### config.mk
export PLATFORM = sky130hd
export DESIGN_NAME = bf_bus_responder
export DESIGN_NICKNAME = d
export VERILOG_FILES = /design/src/rtl/bf_pkg.sv /design/src/rtl/bf_bus_responder.sv
export SDC_FILE = /design/constraint.sdc
export NUM_CORES = 1
export LEC_CHECK = 0
export CORE_UTILIZATION = 46
export CTS_CLUSTER_DIAMETER = 60
export DETAILED_ROUTE_END_ITERATION = 7
export PLACE_DENSITY_LB_ADDON = 0.3
export SLEW_MARGIN = 10
export SYNTH_ARGS = -nofsm -noshare
export SYNTH_HDL_FRONTEND = slang
export SYNTH_SLANG_ARGS = --single-unit
export TNS_END_PERCENT = 50
### constraint.sdc
create_clock -name clock -period 4.5 [get_ports clock]
set_clock_uncertainty 0.15 [all_clocks]
set_input_delay 0.9 -clock clock [delete_from_list [all_inputs] [get_ports clock]]
set_output_delay 0.9 -clock clock [all_outputs]
set_load 0.005 [all_outputs]
### src/rtl/bf_pkg.sv
// Shared encodings for the BF chip byte-serial bus: phase field, bus opcodes
// and the responder state machine.
package bf_pkg;

    typedef enum logic [2:0] {
        IO_NONE       = 3'd0,
        IO_OPCODE     = 3'd1,
        IO_ADDR_HI    = 3'd2,
        IO_ADDR_LO    = 3'd3,
        IO_READ_WRITE = 3'd4
    } io_op_e;

    typedef enum logic [2:0] {
        BUS_NONE       = 3'd0,
        BUS_READ_PROG  = 3'd1,
        BUS_READ_DATA  = 3'd2,
        BUS_WRITE_DATA = 3'd3,
        BUS_INPUT      = 3'd4,
        BUS_OUTPUT     = 3'd5
    } bus_op_e;

    typedef enum logic [2:0] {
        S_IDLE,
        S_OP,
        S_HI,
        S_LO,
        S_ACCESS,
        S_DONE
    } resp_state_e;

    function automatic logic is_mem_op(input logic [2:0] op);
        return (op == BUS_READ_PROG) || (op == BUS_READ_DATA) || (op == BUS_WRITE_DATA);
    endfunction

endpackage

### src/rtl/bf_bus_responder.sv
// Host-side responder for the BF chip bus: decodes the phase field, collects
// opcode/address/data, performs the memory or stream access and returns data.
module bf_bus_responder
    import bf_pkg::*;
#(
    parameter int unsigned MEM_ADDR_W = 15
) (
    input  logic                  clock,
    input  logic                  reset_n,
    input  logic [11:0]           chip_out,
    output logic [11:0]           chip_in,
    input  logic                  run,
    output logic                  mem_req,
    output logic                  mem_we,
    output logic                  mem_space,
    output logic [MEM_ADDR_W-1:0] mem_addr,
    output logic [7:0]            mem_wdata,
    input  logic                  mem_ready,
    input  logic [7:0]            mem_rdata,
    input  logic                  in_valid,
    input  logic [7:0]            in_data,
    output logic                  in_ready,
    output logic                  out_valid,
    output logic [7:0]            out_data,
    input  logic                  out_ready,
    output logic                  chip_halted,
    output logic                  proto_err
);

    resp_state_e           state_q, state_d;
    logic [2:0]            op_q, op_d;
    logic [MEM_ADDR_W-1:0] addr_q, addr_d;
    logic [7:0]            wdata_q, wdata_d;
    logic [7:0]            resp_q, resp_d;
    logic                  err_q, err_d;
    logic                  halted_q;
    logic                  mem_req_q, mem_we_q, mem_space_q;
    logic                  in_ready_q, out_valid_q, done_q;

    logic [2:0] phase;
    logic [7:0] bus;

    assign phase = chip_out[10:8];
    assign bus   = chip_out[7:0];

    always_comb begin
        state_d = state_q;
        op_d    = op_q;
        addr_d  = addr_q;
        wdata_d = wdata_q;
        resp_d  = resp_q;
        err_d   = err_q;
        case (state_q)
            S_IDLE: begin
                if (phase == IO_OPCODE) begin
                    op_d    = bus[2:0];
                    state_d = S_OP;
                end else if (phase != IO_NONE) begin
                    err_d = 1'b1;
                end
            end
            S_OP: begin
                if (phase == IO_ADDR_HI && !bus[7]) begin
                    addr_d[MEM_ADDR_W-1:8] = bus[MEM_ADDR_W-9:0];
                    state_d                = S_HI;
                end else if (phase != IO_OPCODE) begin
                    err_d   = 1'b1;
                    state_d = S_IDLE;
                end
            end
            S_HI: begin
                if (phase == IO_ADDR_LO) begin
                    addr_d[7:0] = bus;
                    state_d     = S_LO;
                end else if (phase != IO_ADDR_HI) begin
                    err_d   = 1'b1;
                    state_d = S_IDLE;
                end
            end
            S_LO: begin
                if (phase == IO_READ_WRITE) begin
                    wdata_d = bus;
                    state_d = S_ACCESS;
                end else if (phase != IO_ADDR_LO) begin
                    err_d   = 1'b1;
                    state_d = S_IDLE;
                end
            end
            // Strobes are already high throughout ACCESS, so the partner's
            // valid/ready alone completes the handshake.
            S_ACCESS: begin
                case (op_q)
                    BUS_READ_PROG, BUS_READ_DATA: begin
                        if (mem_ready && mem_req_q) begin
                            resp_d  = mem_rdata;
                            state_d = S_DONE;
                        end
                    end
                    BUS_WRITE_DATA: begin
                        if (mem_ready && mem_req_q) begin
                            resp_d  = 8'h00;
                            state_d = S_DONE;
                        end
                    end
                    BUS_INPUT: begin
                        if (in_valid && in_ready_q) begin
                            resp_d  = in_data;
                            state_d = S_DONE;
                        end
                    end
                    BUS_OUTPUT: begin
                        if (out_ready && out_valid_q) begin
                            resp_d  = 8'h00;
                            state_d = S_DONE;
                        end
                    end
                    default: begin
                        err_d   = 1'b1;
                        resp_d  = 8'h00;
                        state_d = S_DONE;
                    end
                endcase
            end
            S_DONE: begin
                if (run) state_d = S_IDLE;
            end
            default: state_d = S_IDLE;
        endcase
    end

    // Output strobes are registered decodes of the next state.
    always_ff @(posedge clock or negedge reset_n) begin
        if (!reset_n) begin
            state_q     <= S_IDLE;
            op_q        <= '0;
            addr_q      <= '0;
            wdata_q     <= '0;
            resp_q      <= '0;
            err_q       <= 1'b0;
            halted_q    <= 1'b0;
            mem_req_q   <= 1'b0;
            mem_we_q    <= 1'b0;
            mem_space_q <= 1'b0;
            in_ready_q  <= 1'b0;
            out_valid_q <= 1'b0;
            done_q      <= 1'b0;
        end else begin
            state_q     <= state_d;
            op_q        <= op_d;
            addr_q      <= addr_d;
            wdata_q     <= wdata_d;
            resp_q      <= resp_d;
            err_q       <= err_d;
            halted_q    <= chip_out[11];
            mem_req_q   <= (state_d == S_ACCESS) && is_mem_op(op_q);
            mem_we_q    <= (state_d == S_ACCESS) && (op_q == BUS_WRITE_DATA);
            mem_space_q <= (state_d == S_ACCESS) && (op_q == BUS_READ_PROG);
            in_ready_q  <= (state_d == S_ACCESS) && (op_q == BUS_INPUT);
            out_valid_q <= (state_d == S_ACCESS) && (op_q == BUS_OUTPUT);
            done_q      <= (state_d == S_DONE);
        end
    end

    assign chip_in     = {2'b00, run, done_q, resp_q};
    assign mem_req     = mem_req_q;
    assign mem_we      = mem_we_q;
    assign mem_space   = mem_space_q;
    assign mem_addr    = addr_q;
    assign mem_wdata   = wdata_q;
    assign in_ready    = in_ready_q;
    assign out_valid   = out_valid_q;
    assign out_data    = wdata_q;
    assign chip_halted = halted_q;
    assign proto_err   = err_q;

endmodule

==> impl_metrics.csv, run 1 <==
group,metric,value,unit
route,drc,0,
worst_setup_path,max_stage_delay,0.50,ns
sta,hold_violations,0,
synthesis,synth_top_area_frac,0.538,
global_route,grt_pass1_wl,7060,µm
worst_setup_path,critical_path.slowest_cell,"clkdlybuf4s50_1",
global_route,grt_pass1_vias,1507,
worst_setup_path,startpoint_type,"input port",
cts,clock_latency,0.29,ns
worst_setup_path,arrival,1.87,ns
sta,tightest_slew,0.979,ns
cts,cts-htree-levels,2,
cts,clk_pin_slew_worst_paths,0.08,ns
sta,drv_slew,0,
synthesis,ys_warn_count,0,
sta,finalCritPeriodShare,0.649,
synthesis,ys_types,36,
placement,dp_hpwl,3000,µm
global_route,overflow,0,
sta,whs,0.318,ns
global_route,antenna_found_initial,0,
cts,cts.path.max_buffers,2,
power,power_density,283,mW/mm²
worst_setup_path,crit_cells,2,
floorplan,placeableCoreArea,0.00435,mm²
route,wl,4230,µm
layout,layout-drive-gt1-share,0.215,
worst_setup_path,cp.buffers_inverters,2,
cts,cts_made_buffers,5,
sta,period_minus_slack,2.92,ns
route,postRouteAntennaNets,0,
status,outcome,"finished clean",
placement,place.gp.congestion,0.768,
worst_setup_path,cp_cell_sequence,"clkdlybuf4s50_1 -> clkdlybuf4s50_1",
synthesis,syn_area,0.00209,mm²
synthesis,synthArstFlopShare,1.00,
synthesis,synth_edf_count,0,
floorplan,die_area,0.00482,mm²
route,routedWlPerCell,14.6,µm
cts,cts_resized,0,
floorplan,die_w,69.5,µm
sta,slew_headroom,0.347,
route,viasPerCell,5.27,
cts,clock-root-buffer,"clkbuf_8",
power,power_leakage,1.29,nW
worst_setup_path,path_max_fanout,2,
cts,cts_num_sinks,45,
cts,hold_buffers,0,
layout,syn_to_final_growth,39.7,%
floorplan,start_util,0.481,
placement,io_buffers,81,
cts,cts_tree,"built",
floorplan,rows,24,
worst_setup_path,worst_path_most_repeated_cell,"clkdlybuf4s50_1",
floorplan,pin_count,84,
synthesis,yosysMostFrequentCell,"dfrtp_1",
synthesis,postSynthAreaPerCell,12.7,µm²
cts,cts_setup_buffers,0,
route,drtIter0Drc,58,
synthesis,synth-seq-area-share,0.538,
layout,final_cell_area,0.00293,mm²
floorplan,die_h,69.5,µm
route,dr.pass1.iters,4,
layout,antenna_cells,0,
synthesis,synthTopCellsByCount,"45 x dfrtp_1, 31 x mux2_2, 12 x buf_4, 8 x a22o_1",
placement,dpl_cell_area,0.00284,mm²
worst_hold_path,hold_class,"flop to flop",
global_route,grt_max_degree,46,
run,cap_violations,0,
worst_setup_path,cp-end-kind,"output pin",
sta,max_freq,342,MHz
global_route,track_usage,0.185,
sta,setup_tns,0,ns
synthesis,synthCells,165,
route,vias,1522,
synthesis,ys_ff_latch,45,
sta,rsz0062_at_grt,"false",
sta,setup_violations,0,
worst_setup_path,critPathKind,"input port to output pin",
worst_hold_path,whs_path_depth,1,
synthesis,netlist.top_cell.by_area,"dfrtp_1",
layout,nets,270,
power,finalPower,0.827,mW
worst_setup_path,path_delay_family,"buffers and inverters",
synthesis,synth_ff_type,"dfrtp_1",
power,ir_drop,0.261,mV
layout,final_util,0.672,
synthesis,ys_top_cells_by_area,"dfrtp_1 54%, mux2_2 17%, buf_4 4.3%",
worst_setup_path,r2r_cells,3,
worst_setup_path,cp.required,3.45,ns
cells in the final DEF, fill, tap and decap left out, drive strengths merged, types with 3 or more instances in the layout:
cell and instances:
clkdlybuf4s50 80, and2 3, nand2 4, a21oi 3
nor2 9, nor3 7, nor3b 3, clkbuf 5
nand3 5, a22o 8, mux2 34, dfrtp 45
stage by stage:
step | std cells | worst slack, ns
3_3_place_gp | 281 | 1.58
6_report | 289 | 1.58
4_1_cts | 289 | 1.57
3_5_place_dp | 281 | 1.58
2_1_floorplan | 166 | 2.35
5_1_grt | 289 | 1.54
kinds of logic (layout without fill, tap and decap cells):
family,Yosys count,count (layout),share of synthesized area
compound gates,20,20,0.0801
xor+xnor,2,2,0.00837
buf+inv,20,91,0.0669
flops,45,45,0.538
mux,34,34,0.188
other cells,1,2,0.00179
simple gates,43,43,0.117
flip-flops by register name, summed over array words and instances, names as in the netlist, 3 cells and up:
name	count
resp_q	8
op_q	3
state_q	3
mem_wdata	8
mem_addr	15
metal layers:
| layer | wire length [µm] | GRT usage | share of wire |
|---|---|---|---|
| met1 | 1830 | 0.236 | 0.43 |
| met2 | 2080 | 0.304 | 0.49 |
| met3 | 270 | 0.0610 | 0.064 |
| met4 | 45 | 0.0476 | 0.011 |
| met5 | 0 | 0 | 0 |
report_power, final:
part	total [mW]	switching (mW)	internal, mW
Clock	0.240	0.133	0.107
Sequential	0.444	0.0209	0.423
Combinational	0.142	0.0545	0.0880
Total	0.827	0.209	0.618
worst paths after layout:
path                                 start          end  slack, ns
worst max-delay path                   run   chip_in[9]       1.58
worst min-delay path             proto_err    proto_err       0.32
worst max register to register  state_q[1]    resp_q[0]       2.58
worst min register to register   proto_err    proto_err       0.32
max in group asynchronous          reset_n  chip_halted       2.98
min in group asynchronous          reset_n    out_valid       0.61
layout make-up:
type,count,area [µm²]
Fill cell,350,1430
Sequential cell,45,1130
Multi-Input combinational cell,101,831
Timing Repair Buffer,82,813
Clock buffer,5,68.8
Tap cell,52,65.1
Clock inverter,3,17.5
Inverter,1,3.75
Power figures use the tool's default switching activity.
==> run 2, diff against run 1 <==
--- a/config.mk
+++ b/config.mk
@@ -5,7 +5,7 @@
 export SDC_FILE = /design/constraint.sdc
 export NUM_CORES = 1
 export LEC_CHECK = 0
-export CORE_UTILIZATION = 46
+export CORE_UTILIZATION = 39
 export CTS_CLUSTER_DIAMETER = 60
 export DETAILED_ROUTE_END_ITERATION = 7
 export PLACE_DENSITY_LB_ADDON = 0.3
==> constraint.sdc (replaced) <==
create_clock -name clock -period 2.4 [get_ports clock]
set_clock_uncertainty 0.15 [all_clocks]
set_input_delay 0.48 -clock clock [delete_from_list [all_inputs] [get_ports clock]]
set_output_delay 0.48 -clock clock [all_outputs]
set_load 0.005 [all_outputs]
==> run 2 against run 1 <==
  * Sequential power is 88% higher
  * Utilization is 8.4 points lower
  * Via count is 0.85% higher
  * Flip-flop and latch count stayed put
  * Combinational power is 96% higher
  * Setup slack worse by 1.3 ns
  * First-iteration DRC count is 59% higher
  * Critical path depth stayed put
  * Cell area is 3.3% higher
  * Wire length is 3.9% higher
  * Global-route usage is 1.7 points lower
  * Register-to-register slack worse by 2.1 ns
  * Critical path type unchanged
==> impl_metrics.csv, run 2 (same netlist as run 1, synthesis figures left out) <==
group,metric,value,unit
sta,setup_violations,0,
sta,rsz0062_at_grt,"false",
worst_setup_path,critPathKind,"input port to output pin",
cts,clock-root-buffer,"clkbuf_8",
layout,syn_to_final_growth,44.3,%
cts,cts_num_sinks,45,
worst_setup_path,startpoint_type,"input port",
placement,placed_cells,304,
layout,final_cell_mix,"80 x clkdlybuf4s50_1, 45 x dfrtp_1, 31 x mux2_2",
worst_setup_path,worst_path_most_repeated_cell,"clkdlybuf4s50_1",
floorplan,die_area,0.00566,mm²
sta,slew_headroom,0.639,
layout,regArea,0.00113,mm²
route,drtIter0Drc,92,
floorplan,start_util,0.407,
worst_setup_path,setup.worst_path.end,"chip_in[9]",
layout,multi_input_area,831,µm²
cts,cts-htree-levels,2,
layout,layout_commonest_cell,"clkdlybuf4s50_1",
global_route,antenna_found_initial,0,
global_route,overflow,0,
status,outcome,"finished clean",
cts,cts.path.max_buffers,2,
worst_setup_path,rrSetupSlack,0.45,ns
sta,tightest_slew,0.540,ns
worst_setup_path,arrival,1.45,ns
route,drc,0,
worst_setup_path,critPathLaunch,"run",
placement,place.gp.congestion,0.777,
run,cap_violations,0,
global_route,grt_pass1_wl,7040,µm
power,finalPower,1.56,mW
power,ir_drop,0.411,mV
global_route,grt_pass1_vias,1418,
worst_hold_path,worstHoldStart,"proto_err",
worst_setup_path,cp.buffers_inverters,2,
worst_setup_path,path_delay_family,"buffers and inverters",
sta,fin_ws,0.316,ns
floorplan,pin_count,84,
worst_setup_path,cp_cell_sequence,"clkdlybuf4s50_1 -> clkdlybuf4s50_1",
global_route,grt_max_degree,26,
layout,largest_reg_flops,15,
worst_setup_path,r2r_cells,3,
placement,dp_slack,0.126,ns
route,wl,4390,µm
worst_setup_path,critical_path.slowest_cell,"clkdlybuf4s50_1",
layout,nets,276,
cts,cts_made_buffers,5,
placement,dp_hpwl,3280,µm
cts,clk_pin_slew_worst_paths,0.09,ns
layout,nFillCells,473,
sta,max_freq,480,MHz
floorplan,rows,26,
worst_setup_path,path_max_fanout,2,
worst_setup_path,cp.required,1.77,ns
route,dr.pass1.iters,4,
layout,layout-drive-gt1-share,0.230,
sta,drv_slew,0,
sta,setup_tns,0,ns
power,power_leakage,1.32,nW
route,viasPerCell,4.90,
cts,clock_latency,0.29,ns
worst_setup_path,crit_cells,2,
route,vias,1535,
placement,io_buffers,81,
layout,antenna_cells,0,
cts,cts_setup_buffers,0,
layout,final_cells,313,
floorplan,placeableCoreArea,0.00514,mm²
route,routedWlPerCell,14.0,µm
power,power_density,517,mW/mm²
worst_setup_path,worstReg2RegEnd,"resp_q[4]",
floorplan,die_w,75.3,µm
worst_setup_path,cp-end-kind,"output pin",
worst_hold_path,hold_class,"flop to flop",
sta,period_minus_slack,2.08,ns
sta,finalCritPeriodShare,0.868,
cts,cts_tree,"built",
floorplan,die_h,75.3,µm
sta,hold_violations,0,
worst_setup_path,max_stage_delay,0.50,ns
route,postRouteAntennaNets,0,
layout,final_util,0.588,
worst_setup_path,timing.rr.start,"state_q[1]",
global_route,track_usage,0.168,
## run 2: where the power goes
group | total (mW) | switching [mW] | internal [mW]
Sequential | 0.833 | 0.0401 | 0.793
Clock | 0.449 | 0.249 | 0.201
Combinational | 0.278 | 0.106 | 0.172
## run 2: worst register-to-register path: stages (launching register included)
cell	delay, ns
dfrtp_1	0.49
nor3b_1	0.47
o31a_4	0.36
mux2_2	0.36
## run 2: final cells by class
type,count,area share
clock inverters,3,0.00580
clock buffers,5,0.0228
flip-flops and latches,45,0.373
repair buffers,88,0.293
multi-input cells,101,0.275
inverters,1,0.00124
well taps,70,0.0290
## run 2: layer usage
layer,global-route usage,up-vias,share of wire
met3,0.0562,7,0.067
met4,0.0494,0,0.011
met2,0.248,50,0.47
met5,0,-,0
li1,-,733,-
met1,0.236,745,0.45
## run 2: worst min path at each step
stage	to	slack (ns)	depth (start not counted)
2_1_floorplan	chip_halted	0.03	0
3_3_place_gp	proto_err	0.31	1
3_5_place_dp	done_q	0.31	1
4_1_cts	proto_err	0.33	1
5_1_grt	proto_err	0.36	1
6_report	proto_err	0.32	1
## run 2: what timing repair did
item / in CTS / in global routing
gates resized for setup: 0 / 0
hold buffers: 1 / 0
endpoints found under the hold margin: 13 / 0
## run 2: through the flow
stage	area, µm²	hold slack [ns]
after global placement	2920	0.310
after floorplan	2100	0.0344
after detailed placement	2920	0.311
after global routing	3020	0.362
final	3020	0.323
after CTS	3020	0.332
==> run 3, diff against run 2 <==
--- a/config.mk
+++ b/config.mk
@@ -5,10 +5,12 @@
 export SDC_FILE = /design/constraint.sdc
 export NUM_CORES = 1
 export LEC_CHECK = 0
+export CORE_MARGIN = 2
 export CORE_UTILIZATION = 39
 export CTS_CLUSTER_DIAMETER = 60
 export DETAILED_ROUTE_END_ITERATION = 7
 export PLACE_DENSITY_LB_ADDON = 0.3
+export SETUP_SLACK_MARGIN = 0.5
 export SLEW_MARGIN = 10
 export SYNTH_ARGS = -nofsm -noshare
 export SYNTH_HDL_FRONTEND = slang
==> run 3 against run 2 <==
  * Hold slack lost 0.23 ns
  * First-iteration DRC count decreased by 38%
  * Total power up 3.9%
  * Highest routed layer unchanged
  * Critical path type is now input port to flop
  * Via count grew 1.5%
==> impl_metrics.csv, run 3 (same netlist as run 1, synthesis figures left out) <==
group,metric,value,unit
layout,layout-drive-gt1-share,0.266,
sta,setup_tns,0,ns
floorplan,pin_count,84,
cts,cts_num_sinks,45,
worst_hold_path,hold_class,"input port to async pin",
power,power_leakage,1.34,nW
floorplan,start_util,0.407,
global_route,grt_pass1_vias,1635,
worst_setup_path,rrSetupSlack,0.59,ns
worst_setup_path,cp-end-kind,"flop",
route,routedWlPerCell,15.0,µm
cts,cts_tree,"built",
floorplan,die_w,77.3,µm
placement,dp_hpwl,3470,µm
sta,finalCritPeriodShare,0.787,
sta,drv_slew,0,
power,p_switching,0.397,mW
global_route,overflow,0,
status,outcome,"finished clean",
floorplan,placeableCoreArea,0.00514,mm²
worst_setup_path,cp_cell_sequence,"clkdlybuf4s50_1 -> a21oi_1 -> o32ai_2 -> o31a_2 -> a311o_1",
power,pwr-share-comb,0.175,
worst_setup_path,critPathLaunch,"out_ready",
floorplan,die_area,0.00597,mm²
route,dr.pass1.iters,4,
worst_setup_path,arrival,1.92,ns
layout,antenna_cells,0,
route,postRouteAntennaNets,0,
layout,largest_reg_flops,15,
worst_setup_path,timing.rr.start,"op_q[1]",
global_route,grt_max_degree,35,
cts,cts_made_buffers,5,
floorplan,rows,26,
route,drtIter0Drc,57,
route,viasPerCell,4.96,
cts,clock_latency,0.29,ns
sta,rsz0062_at_grt,"true",
sta,setup_violations,0,
layout,layout_commonest_cell,"clkdlybuf4s50_1",
cts,clock-root-buffer,"clkbuf_8",
power,sw_frac_of_total,0.245,
sta,hold_violations,0,
worst_setup_path,r2r_cells,4,
worst_setup_path,critical_path.slowest_cell,"clkdlybuf4s50_1",
power,p_clk_frac,0.308,
global_route,antenna_found_initial,0,
route,drc,0,
power,power_density,529,mW/mm²
layout,syn_to_final_growth,46.5,%
global_route,track_usage,0.166,
worst_setup_path,critPathKind,"input port to flop",
power,ir_drop,0.340,mV
route,wl,4710,µm
floorplan,die_h,77.3,µm
placement,place.gp.congestion,0.821,
power,finalPower,1.62,mW
cts,clk_pin_slew_worst_paths,0.08,ns
sta,slew_headroom,0.505,
layout,final_cell_mix,"79 x clkdlybuf4s50_1, 45 x dfrtp_1, 31 x mux2_2",
sta,tightest_slew,0.742,ns
sta,period_minus_slack,1.89,ns
worst_setup_path,startpoint_type,"input port",
placement,io_buffers,81,
worst_setup_path,cp.required,2.43,ns
worst_setup_path,worstReg2RegEnd,"resp_q[3]",
sta,max_freq,530,MHz
global_route,grt_pass1_wl,7890,µm
cts,cts-htree-levels,2,
worst_setup_path,path_max_fanout,7,
layout,nets,277,
power,seqPwrFrac,0.517,
run,cap_violations,0,
worst_setup_path,max_stage_delay,0.40,ns
cts,cts.path.max_buffers,2,
route,vias,1558,
power,internal_power,1.22,mW
[run 3: cell count changes in the layout (fill, tap and decap cells not counted), moves of 2 or more]
cell,change
buf_4,+2
clkbuf_8,+2
nand2_1,-2
nand2_2,+2
[run 3: stage by stage]
| step | instance area [µm²] | hold slack, ns | utilization | instances | worst slack, ns |
|---|---|---|---|---|---|
| after global routing | 3070 | 0.159 | 0.597 | 314 | 0.437 |
| after global placement | 2910 | 0.306 | 0.566 | 304 | 0.141 |
| after floorplan | 2100 | 0.0344 | - | 166 | 0.627 |
| after CTS | 3060 | 0.114 | 0.594 | 314 | 0.512 |
| final | 3070 | 0.0917 | 0.597 | 314 | 0.512 |
| after detailed placement | 2910 | 0.314 | 0.566 | 304 | 0.128 |
[run 3: critical path: cells and delay by family]
| kind | cells | cell delay, ns |
|---|---|---|
| compound gates | 4 | 1.04 |
| buf+inv | 1 | 0.40 |
[run 3: worst max path at each step]
stage / to / depth (start not counted)
5_1_grt: mem_addr[9] / 5
6_report: state_q[0] / 5
3_5_place_dp: resp_q[3] / 5
2_1_floorplan: resp_q[5] / 5
3_3_place_gp: resp_q[1] / 5
4_1_cts: mem_addr[12] / 5
[run 3: area by class of cell]
cell class                      count  area (µm²)
Clock buffer                        7        96.3
Clock inverter                      1        5.00
Fill cell                         457        2070
Inverter                            1        3.75
Multi-Input combinational cell    102         878
Sequential cell                    45        1130
Tap cell                           70        87.6
Timing Repair Buffer               88         870
[run 3: power by group through the flow]
| stage | logic (mW) | clock network [mW] | registers [mW] |
|---|---|---|---|
| 2_1_floorplan | 0.156 | 0 | 0.826 |
| 3_3_place_gp | 0.274 | 0 | 0.847 |
| 3_5_place_dp | 0.279 | 0 | 0.848 |
| 4_1_cts | 0.287 | 0.522 | 0.836 |
| 5_1_grt | 0.307 | 0.549 | 0.844 |
| 6_report | 0.283 | 0.500 | 0.838 |
[run 3: layer usage]
metal | vias up | global-route usage | routed length [µm] | share of wire
met1 | 766 | 0.209 | 1990 | 0.42
met5 | - | 0 | 0 | 0
met2 | 47 | 0.273 | 2320 | 0.49
li1 | 739 | - | - | -
met4 | 0 | 0.0536 | 65 | 0.014
met3 | 6 | 0.0529 | 332 | 0.071
[run 3: repair_timing]
action	4_1_cts	5_1_grt
buffers inserted	1	0
endpoints found under the setup margin	32	18
pin swaps	2	0
hold buffers	0	0
gates resized for setup	7	2
gates cloned	1	0
==> RTL edit 1, RTL diff (flow settings as in run 1) <==
Set the parameter `MEM_ADDR_W` to 16 (it was 15).
--- a/src/rtl/bf_bus_responder.sv
+++ b/src/rtl/bf_bus_responder.sv
@@ -4,5 +4,5 @@
     import bf_pkg::*;
 #(
-    parameter int unsigned MEM_ADDR_W = 15
+    parameter int unsigned MEM_ADDR_W = 16
 ) (
     input  logic                  clock,
Ports: changed (resized mem_addr); port bits go from 84 to 85. No check against the original RTL was run, so the function may have changed too.
==> RTL edit 1 against run 1 <==
Die area rose by 1.2%; worst hold slack improved by 0.022 ns; highest routed layer unchanged; sequential share of layout area rose by 0.51 points; critical path type unchanged; final area rose by 0.90%; worst setup slack barely moved; area after synthesis rose by 1.3%; sequential cell count rose by 1; routed wire length rose by 5.3%; critical endpoint unchanged; global-route usage fell by 0.18 points; largest cell class unchanged.
Power is not compared: it rests on default switching activity, and its combinational part moved more than twofold at a synthesized area within 25%.
==> RTL edit 1: results (changes against run 1) <==
stage;metric;value;unit;change
placement;Setup WS pre-CTS;1.451;ns;-0.1271 ns
yosys;synth cell count leaders;dfrtp_1, mux2_2, buf_4;;
yosys;Yosys warnings;0;;unchanged
timing;Slew headroom;33.60;%;-1.1 points
grt;Global Route met3 Usage;4.329;%;-1.8 points
placement;number of port buffers;82;;+1.2%
route;DRT iter0 DRCs;81;;+40%
worst_setup_path;Crit-path slowest cell;clkdlybuf4s50_1;;
final_layout;ANT cells;0;;unchanged
status;status;complete, no violations;;
route;routed wire length;4448;µm;+5.3%
yosys;post-synthesis area per instance;12.69;µm²;about the same
clock_tree;H-tree depth;2;;unchanged
grt;first-pass GRT wire length;6962;µm;-1.4%
route;post-DR vias/cell;5.283;;+0.31%
final_layout;Fillers;360;;+2.9%
route;TritonRoute pass-1 iters;4;;unchanged
grt;GRT Total Usage;18.33;%;-0.18 points
yosys;post-synthesis sequential area ratio;54.31;%;+0.51 points
grt;vias in the first global route;1500;;-0.46%
power;Pleak;1.321;nW;
grt;met1 usage;24.66;%;+1.1 points
final_layout;final net count;272;;+0.74%
route;routed len/inst;15.34;µm;+4.9%
grt;largest net degree at the start of global routing;47;;+2.2%
final_layout;share of layout cells above drive strength 1;18.91;%;-2.6 points
yosys;synth top area cells;dfrtp_1, mux2_2, mux2_4;;
placement;hpwl dp;3219;µm;+7.3%
floorplan;CORE AREA;4384;µm²;+0.69%
placement;gpl congestion;0.7774;;+1.2%
yosys;Synth cell types;37;;+2.8%
worst_hold_path;Hold WC Path Type;reg2reg;;
final_layout;max FFs per register;16;;+1
placement;Placed Cells;283;;+0.71%
grt;met2 Resource Use GR;29.06;%;-1.4 points
RTL edit 1: changes by cell type after synthesis, moves of 3 or more:
cell	change
or3_1	+3
nand3_1	-3
nor2_1	+4
mux2_4	+4
nor3_1	-6
nand2_1	+3
mux2_2	-4
RTL edit 1: layout make-up:
| type | instances | area share, % |
|---|---|---|
| clock inverter | 2 | 0.3391 |
| sequential | 46 | 39.00 |
| timing repair buffer | 82 | 27.64 |
| multi-input combinational | 101 | 28.23 |
| tap | 52 | 2.204 |
| inverter | 2 | 0.2543 |
| clock buffer | 5 | 2.331 |
RTL edit 1: routing by layer:
metal / part of all wire, % / up-vias
li1: - / 723
met1: 45 / 756
met2: 49 / 46
met3: 4.9 / 7
met4: 1.2 / 0
met5: 0 / -
RTL edit 1: worst register-to-register path, delay by kind of cell (launching register included):
kind	cells	cell delay [ns]
and+or+nand+nor	1	0.24
AOI/OAI and AO/OA	2	0.77
DFF	1	0.48
muxes	1	0.39
RTL edit 1: power by group:
| group | internal [mW] | switching [mW] | total (mW) | leakage [nW] |
|---|---|---|---|---|
| Sequential | 0.509 | 0.0856 | 0.595 | 0.617 |
| Combinational | 0.309 | 0.172 | 0.481 | 0.661 |
| Clock | 0.104 | 0.126 | 0.230 | 0.0438 |
RTL edit 1: logic make-up after synthesis:
kind of cell | synth area share [%]
AO/OA/AOI/OAI | 7.379
multiplexers | 19.30
XOR/XNOR | 0.8266
flip-flops | 54.31
AND/OR/NAND/NOR | 11.45
buffers and inverters | 6.552
other | 0.1769
RTL edit 1: final timing paths:
check                          start    endpoint  slack, ns  cells after the start
min                        proto_err   proto_err       0.34                      1
max                              run  chip_in[9]       1.58                      2
max reg2reg                  op_q[1]   resp_q[4]       2.35                      4
max in group asynchronous    reset_n     op_q[1]       2.96                      1
min reg2reg                proto_err   proto_err       0.34                      1
min in group asynchronous    reset_n   resp_q[7]       0.63                      1
RTL edit 1: per-stage QoR:
stage	instance area, µm²	power, mW
final	2952	1.306
after global routing	2952	1.382
after CTS	2952	1.320
after detailed placement	2873	1.083
after global placement	2873	1.075
after floorplan	2123	0.8418
==> RTL edit 2, RTL diff (settings of run 1) <==
Made on the original files. The 6 states of `resp_state_e` get a one-hot encoding in 6 bits.
--- a/src/rtl/bf_pkg.sv
+++ b/src/rtl/bf_pkg.sv
@@ -20,11 +20,11 @@
     } bus_op_e;
 
-    typedef enum logic [2:0] {
-        S_IDLE,
-        S_OP,
-        S_HI,
-        S_LO,
-        S_ACCESS,
-        S_DONE
+    typedef enum logic [5:0] {
+        S_IDLE   = 6'b000001,
+        S_OP     = 6'b000010,
+        S_HI     = 6'b000100,
+        S_LO     = 6'b001000,
+        S_ACCESS = 6'b010000,
+        S_DONE   = 6'b100000
     } resp_state_e;
 
Formal check against the unedited RTL: no difference found for any inputs over 10 cycles, from zero or initial values and one cycle with reset_n low; not proved beyond that.
==> RTL edit 2 against run 1 <==
Worst setup slack worse by 0.0021 ns; worst hold slack gained 0.028 ns; final area grew 7.8%; sequential share of layout area shrank 0.36 points; power is 26% higher; routed wire length is 22% higher; sequential cell count is 3 higher; area after synthesis increased by 10%.
==> RTL edit 2: results (changes against run 1) <==
stage;metric;value;unit;change
status;status;complete, no violations;;
power;sequential power share;49.4;%;-4.3 points
yosys;number of synthesized register bits;48;;+6.7%
grt;largest net degree at the start of global routing;49;;+6.5%
final_layout;multi-input gate count;133;;+32%
yosys;synthesized instance count;204;;+24%
yosys;post-synthesis compound-gate area fraction;11.60;%;+3.6 points
grt;GRT Total Usage;20.82;%;+2.3 points
final_layout;register area;1202;µm²;+6.8%
yosys;post-synthesis sequential area ratio;52.09;%;-1.7 points
timing;Slew headroom;30.76;%;-4.0 points
route;routed wire length;5169;µm;+22%
yosys;Synth cell types;47;;+31%
power;Peak supply drop;0.2159;mV;-17%
power;Gate power share;27.4;%;+10 points
worst_setup_path;RR Startpoint;state_q[5];;
route;DR vias;1773;;+16%
worst_setup_path;r2r setup slk;2.16;ns;-0.42 ns
final_layout;final cell count without fillers;340;;+18%
power;Tot Pwr;1.039;mW;+26%
final_layout;multi-input logic area;964.7;µm²;+16%
worst_setup_path;cells on worst reg2reg path;4;;+1
final_layout;final net count;307;;+14%
yosys;post-synthesis mux area share;13.60;%;-5.2 points
placement;placed instance area;3075;µm²;+8.3%
grt;vias in the first global route;1748;;+16%
route;DRT iter0 DRCs;113;;+95%
floorplan;Tap Cells;67;;+29%
final_layout;Fillers;386;;+10%
final_layout;inverter count;3;;+2
placement;gpl congestion;0.9147;;+19%
final_layout;Clock-cell share;2.460;%;-0.49 points
timing;Min Hold Slack;0.3464;ns;+0.02814 ns
final_layout;CLK BUF;6;;+1
clock_tree;H-tree depth;2;;unchanged
grt;first-pass GRT wire length;8183;µm;+16%
grt;antenna violations before repair;0;;unchanged
power;Pleak;1.374;nW;+6.8%
placement;Setup WS pre-CTS;1.468;ns;-0.1105 ns
yosys;synth top area cells;dfrtp_1, mux2_2, buf_4;;
power;PwrDens;329.4;nW/µm²;+17%
yosys;Post-Synth XOR/XNOR Area;1.138;%;+0.30 points
placement;hpwl dp;3741;µm;+25%
final_layout;buffer share of cell area;25.79;%;-2.0 points
final_layout;share of layout cells above drive strength 1;17.22;%;-4.3 points
placement;Placed Cells;333;;+19%
yosys;synth cell count leaders;dfrtp_1, mux2_2, nor2_1;;
RTL edit 2: cell count changes after synthesis, sizes merged, moves of 4 or more:
cell,run 1,this run
mux2,34,27
a22oi,0,10
a22o,8,1
nor2,9,17
nand2,4,9
nor2b,2,6
a21oi,3,12
RTL edit 2: worst max path at each step:
| stage | start | endpoint | slack (ns) | cells after the start |
|---|---|---|---|---|
| after global routing | run | chip_in[9] | 1.56 | 2 |
| after detailed placement | chip_out[9] | proto_err | 1.47 | 6 |
| after CTS | run | chip_in[9] | 1.57 | 2 |
| final | run | chip_in[9] | 1.58 | 2 |
| after floorplan | chip_out[9] | proto_err | 2.14 | 6 |
| after global placement | chip_out[9] | proto_err | 1.54 | 6 |
RTL edit 2: routing by layer:
metal	global-route usage (%)	wire, µm
met4	8.715	81
met3	6.492	298
met2	32.92	2562
met1	26.62	2227
met5	0	0
RTL edit 2: worst register-to-register path: cells and delay by family (launching register included):
kind,cells,cell delay [ns]
mux,1,0.39
flops,1,0.46
simple gates,3,1.23
